==> src/rtl/process_stream_ctrl.sv <==
// process_stream_ctrl: buffers strobed pin-side samples in a small FIFO and
// runs each one through an external kernel using valid/ready handshakes:
// data + start token go out, result + end token come back, and the result is
// published on sample_out with a one-cycle out_strobe.
module process_stream_ctrl #(
    parameter int FIFO_DEPTH = 4
) (
    input  logic       clk,
    input  logic       rst,
    input  logic [7:0] sample_in,
    input  logic       sample_strobe,
    input  logic       clear_flags,
    output logic [7:0] sample_out,
    output logic       out_strobe,
    output logic       busy,
    output logic       overflow,
    output logic [7:0] proc_count,
    output logic [7:0] k_in0,
    output logic       k_in0_valid,
    input  logic       k_in0_ready,
    output logic       k_start_valid,
    input  logic       k_start_ready,
    input  logic [7:0] k_out0,
    input  logic       k_out0_valid,
    output logic       k_out0_ready,
    input  logic       k_end_valid,
    output logic       k_end_ready
);

    localparam int PTR_W = (FIFO_DEPTH > 1) ? $clog2(FIFO_DEPTH) : 1;
    localparam int CNT_W = PTR_W + 1;

    typedef enum logic [1:0] {
        IDLE  = 2'd0,
        ISSUE = 2'd1,
        WAIT  = 2'd2
    } state_t;

    state_t state;
    state_t state_next;

    logic [7:0]       mem [FIFO_DEPTH];
    logic [PTR_W-1:0] wr_ptr;
    logic [PTR_W-1:0] rd_ptr;
    logic [CNT_W-1:0] count;
    logic             fifo_full;
    logic             fifo_empty;
    logic             push;
    logic             pop;
    logic             drop;

    logic       in0_done;
    logic       start_done;
    logic       out0_done;
    logic       end_done;
    logic [7:0] result;

    logic in0_xfer;
    logic start_xfer;
    logic out0_xfer;
    logic end_xfer;
    logic issue_done;
    logic wait_done;

    assign fifo_full  = (count == CNT_W'(FIFO_DEPTH));
    assign fifo_empty = (count == '0);
    // A pop on the same edge frees the slot the push needs.
    assign pop        = in0_xfer;
    assign push       = sample_strobe && (!fifo_full || pop);
    assign drop       = sample_strobe && !push;
    assign k_in0      = mem[rd_ptr];
    assign busy       = (state != IDLE) || !fifo_empty;

    // Sample storage: written on every accepted push.
    // NOTE: the data array carries no reset; pointers and count alone define
    // what is valid, and leaving memories unreset lets them map onto RAM.
    always_ff @(posedge clk) begin
        if (push) begin
            mem[wr_ptr] <= sample_in;
        end
    end

    // FIFO pointers and occupancy; pointers wrap naturally at the power-of-two depth.
    // NOTE: sequential state uses non-blocking assignments so every register
    // samples pre-edge values regardless of block evaluation order.
    always_ff @(posedge clk) begin
        if (rst) begin
            wr_ptr <= '0;
            rd_ptr <= '0;
            count  <= '0;
        end else begin
            if (push) wr_ptr <= wr_ptr + PTR_W'(1);
            if (pop)  rd_ptr <= rd_ptr + PTR_W'(1);
            case ({push, pop})
                2'b10:   count <= count + CNT_W'(1);
                2'b01:   count <= count - CNT_W'(1);
                default: count <= count;
            endcase
        end
    end

    // FSM state register.
    always_ff @(posedge clk) begin
        if (rst) state <= IDLE;
        else     state <= state_next;
    end

    // Next-state, handshake outputs and transfer detection.
    // NOTE: every output of this block gets a default first, so no path
    // through the case statement can leave a value held (no latch).
    always_comb begin
        state_next    = state;
        k_in0_valid   = 1'b0;
        k_start_valid = 1'b0;
        k_out0_ready  = 1'b0;
        k_end_ready   = 1'b0;
        in0_xfer      = 1'b0;
        start_xfer    = 1'b0;
        out0_xfer     = 1'b0;
        end_xfer      = 1'b0;
        issue_done    = 1'b0;
        wait_done     = 1'b0;
        case (state)
            IDLE: begin
                if (!fifo_empty) state_next = ISSUE;
            end
            ISSUE: begin
                k_in0_valid   = !in0_done;
                k_start_valid = !start_done;
                in0_xfer      = k_in0_valid && k_in0_ready;
                start_xfer    = k_start_valid && k_start_ready;
                issue_done    = (in0_done || in0_xfer) && (start_done || start_xfer);
                if (issue_done) state_next = WAIT;
            end
            WAIT: begin
                k_out0_ready = !out0_done;
                k_end_ready  = !end_done;
                out0_xfer    = k_out0_valid && k_out0_ready;
                end_xfer     = k_end_valid && k_end_ready;
                wait_done    = (out0_done || out0_xfer) && (end_done || end_xfer);
                if (wait_done) state_next = IDLE;
            end
            default: state_next = IDLE;
        endcase
    end

    // Per-transaction done flags and kernel result capture.
    always_ff @(posedge clk) begin
        if (rst) begin
            in0_done   <= 1'b0;
            start_done <= 1'b0;
            out0_done  <= 1'b0;
            end_done   <= 1'b0;
            result     <= '0;
        end else begin
            case (state)
                IDLE: begin
                    if (!fifo_empty) begin
                        in0_done   <= 1'b0;
                        start_done <= 1'b0;
                    end
                end
                ISSUE: begin
                    if (in0_xfer)   in0_done   <= 1'b1;
                    if (start_xfer) start_done <= 1'b1;
                    if (issue_done) begin
                        out0_done <= 1'b0;
                        end_done  <= 1'b0;
                    end
                end
                WAIT: begin
                    if (out0_xfer) begin
                        out0_done <= 1'b1;
                        result    <= k_out0;
                    end
                    if (end_xfer) end_done <= 1'b1;
                end
                default: ;
            endcase
        end
    end

    // Published result, completion pulse, counter and sticky overflow.
    always_ff @(posedge clk) begin
        if (rst) begin
            sample_out <= '0;
            out_strobe <= 1'b0;
            proc_count <= '0;
            overflow   <= 1'b0;
        end else begin
            out_strobe <= wait_done;
            if (wait_done) begin
                // A result arriving on the completing edge bypasses the capture register.
                sample_out <= out0_xfer ? k_out0 : result;
                proc_count <= proc_count + 8'd1;
            end
            if (drop)             overflow <= 1'b1;
            else if (clear_flags) overflow <= 1'b0;
        end
    end

endmodule

==> config.mk <==
export PLATFORM = sky130hd
export DESIGN_NAME = process_stream_ctrl
export DESIGN_NICKNAME = d
export VERILOG_FILES = /design/src/rtl/process_stream_ctrl.sv
export SDC_FILE = /design/constraint.sdc
export NUM_CORES = 1
export LEC_CHECK = 0
export BUFFER_PORTS_ARGS = -buffer_cell sky130_fd_sc_hd__buf_2
export CAP_MARGIN = 0
export CORE_MARGIN = 2
export CORE_UTILIZATION = 35
export CTS_CLUSTER_DIAMETER = 60
export CTS_CLUSTER_SIZE = 28
export DETAILED_ROUTE_END_ITERATION = 8
export PLACE_DENSITY_LB_ADDON = 0.05
export SLEW_MARGIN = 25
export SYNTH_ARGS = -nofsm -noshare
export SYNTH_HDL_FRONTEND = slang
export SYNTH_SLANG_ARGS = --single-unit
export TNS_END_PERCENT = 1
==> constraint.sdc <==
create_clock -name clk -period 3.4 [get_ports clk]
set_input_delay 0.68 -clock clk [delete_from_list [all_inputs] [get_ports clk]]
set_output_delay 0.68 -clock clk [all_outputs]
set_load 0.005 [all_outputs]
==> impl_metrics.py <==
metrics = {
    "status": {
        "status": "finished, final reports clean",
    },
    "timing": {
        "slew_headroom": 0.4688,
        "max_freq_ghz": 0.4113,
        "fin_setup_tns_ns": 0,
        "rsz0062_at_grt": "false",
        "setup-violations-final": 0,
        "finalClockSkew_ns": 0.008879,
        "whs_ns": 0.4914,
        "post-route-period-util": 0.7151,
        "maxSlewViolCount": 0,
        "period_needed_ns": 2.431,
        "tightest_slew_ns": 0.7968,
        "hold_violations": 0,
    },
    "placed_design": {
        "post-dp-hpwl_microns": 4002,
        "port_buffers": 54,
        "dp.cells": 396,
        "gp_congestion": 0.6726,
        "placed_area_sq_mm": 0.003401,
    },
    "detailed_routing": {
        "wire_per_inst_microns": 14.62,
        "drt_iter0_markers": 80,
        "drt-total-wl_microns": 6023,
        "vias": 2081,
        "ant_nets": 0,
        "drc": 0,
        "firstDrtPassIters": 4,
        "routed_via_density": 5.051,
    },
    "final_layout": {
        "diodes": 0,
        "fin_nets": 329,
        "fillers": 846,
        "final_area_sq_mm": 0.003652,
        "final_cells": 412,
        "drive_gt1_frac": 0.2928,
        "syn2layout_area_growth_pct": 18.90,
    },
    "worst_setup_path": {
        "crit_family": "flip-flops",
        "cp-end-kind": "output pin",
        "critPathRequiredTime_ns": 2.72,
        "path_buf_inv": 1,
        "critPathSlowestCell": "dfxtp_1",
        "r2r-start": "state[0]",
        "reg2reg_depth": 6,
        "crit_fanout": 8,
        "reg2reg_to": "count[2]",
        "rrSetupSlack_ns": 1.31,
        "crit_chain": "mux4_2 > buf_2",
        "cp_slowest_stage_delay_ns": 0.68,
        "path_class": "reg2out",
        "critPathLaunchType": "register",
        "worstPathArrival_ns": 1.75,
    },
    "clock_tree": {
        "ctsRootBufferMaster": "clkbuf_8",
        "cts.path.max_buffers": 2,
        "htree_levels": 3,
        "postCtsSetupBuffers": 0,
        "clock-sinks": 73,
        "tritoncts": "done",
        "cts_resized": 0,
        "cts_hold_buffers": 0,
        "clk_latency_ns": 0.34,
        "clk_pin_slew_ns": 0.08,
        "cts_made_buffers": 9,
    },
    "global_route": {
        "grt_use_total": 0.1343,
        "grt_max_degree": 46,
        "grt_pass1_wl_microns": 9942,
        "grt_pass1_vias": 1941,
        "globalRoute.totalOverflow": 0,
        "antenna_found_initial": 0,
    },
    "die": {
        "initial_core_util": 0.3557,
        "rows": 34,
        "io_pins": 55,
        "dieArea_sq_mm": 0.009541,
        "dieHeight_microns": 97.68,
        "die_w_microns": 97.68,
        "core_sq_mm": 0.008636,
    },
    "synth": {
        "synth_area_leaders": "edfxtp_1 (31%), dfxtp_1 (27%), mux4_2 (5.9%), a21oi_1 (4.1%), mux2i_1 (3.3%)",
        "yosysTopAreaCell": "edfxtp_1",
        "syn_area_sq_mm": 0.003072,
        "ys_ff_latch": 73,
        "syn_inst": 250,
        "ys_types": 49,
        "syn_nets": 280,
        "syn-mean-instance-area_sq_um": 12.29,
        "yosys_warnings": 0,
        "synth_edf_count": 32,
        "synth_top_area_frac": 0.3128,
        "synthArstFlopShare": 0,
        "synthFlopType": "dfxtp_1",
        "synth-seq-area-share": 0.5800,
    },
    "pwr": {
        "p_leak_nw": 1.359,
        "pwr-share-comb": 0.123,
        "p_clk_frac": 0.392,
        "p_int_mw": 1.598,
        "ir_drop_v": 0.0002850,
        "p_sw_frac": 0.2474,
        "power_frac_seq": 0.486,
        "powerDensity_mw_per_mm2": 581.2,
        "p_switching_uw": 525.3,
    },
    "worst_hold_path": {
        "hp-start": "rd_ptr[0]",
        "min_delay_path_depth": 2,
        "hp-class": "reg2reg",
    },
    "run": {
        "drv_cap": 0,
    },
}
[metrics by stage]
stage               worst slack (ns)  power, mW    util
floorplan                      1.400      1.226       -
global placement               1.201      1.320  0.3938
detailed placement             1.164      1.320  0.3938
CTS                           0.8726      2.166  0.4229
global route                  0.8011      2.239  0.4229
finish                        0.9688      2.123  0.4229
[power groups by stage]
stage	combinational (mW)	sequential, mW	clock [mW]
floorplan	0.205	1.02	0
global placement	0.267	1.05	0
detailed placement	0.266	1.05	0
CTS	0.268	1.03	0.865
global route	0.297	1.04	0.899
finish	0.260	1.03	0.832
[worst max-delay path by stage]
stage,depth (start not counted),endpoint,slack [ns]
after floorplan,6,count[2],1.40
final,2,k_in0[7],0.97
after global placement,4,mem[3][4],1.20
after global routing,2,k_in0[7],0.80
after detailed placement,4,mem[2][5],1.16
after CTS,2,k_in0[7],0.87
[cells in the mapped netlist, types with 2 or more instances]
cell and number:
a21oi_1 25, and2_1 5, edfxtp_1 32, nand4_1 2, buf_1 3, mux4_2 8
o31ai_1 6, buf_2 4, clkbuf_1 7, a211oi_1 8, o21ai_0 7, mux2i_1 10
nand2b_1 6, nor2b_1 4, nand3b_1 2, nand2_1 4, inv_1 8, or4_1 5
nor2_1 19, or3_1 2, ha_1 5, dfxtp_1 41, o22a_1 2, nor3_1 2
nand3_1 5, mux2_2 2, nor4_1 2, or2_2 3
[layout make-up]
cell class | instances | area [sq um] | area share
repair buffers | 54 | 270.3 | 0.07400
well taps | 108 | 135.1 | 0.03700
multi-input cells | 153 | 1184 | 0.3241
flip-flops and latches | 73 | 1782 | 0.4878
clock buffers | 9 | 123.9 | 0.03392
inverters | 8 | 30.03 | 0.008222
clock inverters | 7 | 127.6 | 0.03494
[registers in the layout (all words and copies together), names as in the netlist, named ones only]
name	flops
sample_out	8
overflow	1
result	8
count	3
out0_done	1
proc_count	8
mem	32
state	2
wr_ptr	2
start_done	1
in0_done	1
out_strobe	1
end_done	1
rd_ptr	2
[kinds of logic (layout without fill, tap and decap cells)]
| logic type | count (synthesis) | count (layout) | synth area share |
|---|---|---|---|
| AOI/OAI and AO/OA | 58 | 58 | 0.1218 |
| xor gates and xnor gates | 1 | 1 | 0.002852 |
| adders and majority gates | 6 | 6 | 0.02688 |
| buffers and inverters | 24 | 78 | 0.03463 |
| DFF | 73 | 73 | 0.5800 |
| muxes | 20 | 20 | 0.09857 |
| and+or+nand+nor | 68 | 68 | 0.1352 |
[layer usage]
layer | global-route usage | share of wire
met2 | 0.2016 | 0.46
met5 | 0 | 0
met4 | 0.04167 | 0.011
met3 | 0.05827 | 0.051
met1 | 0.1757 | 0.47
[worst min-delay path, cell delays in order, from the launching register on]
cell and delay, ns:
dfxtp_1 0.32, nand2_1 0.07, a21oi_1 0.06
[cell usage in the layout (no fill, tap or decap), types with 6 or more instances in the layout]
master,count
mux4_2,8
buf_2,54
a211oi_1,8
o31ai_1,6
edfxtp_1,32
inv_1,8
nor2_1,19
a21oi_1,25
nand2b_1,6
o21ai_0,7
dfxtp_1,41
mux2i_1,10
clkbuf_8,9
(Power assumes the default switching activity.)
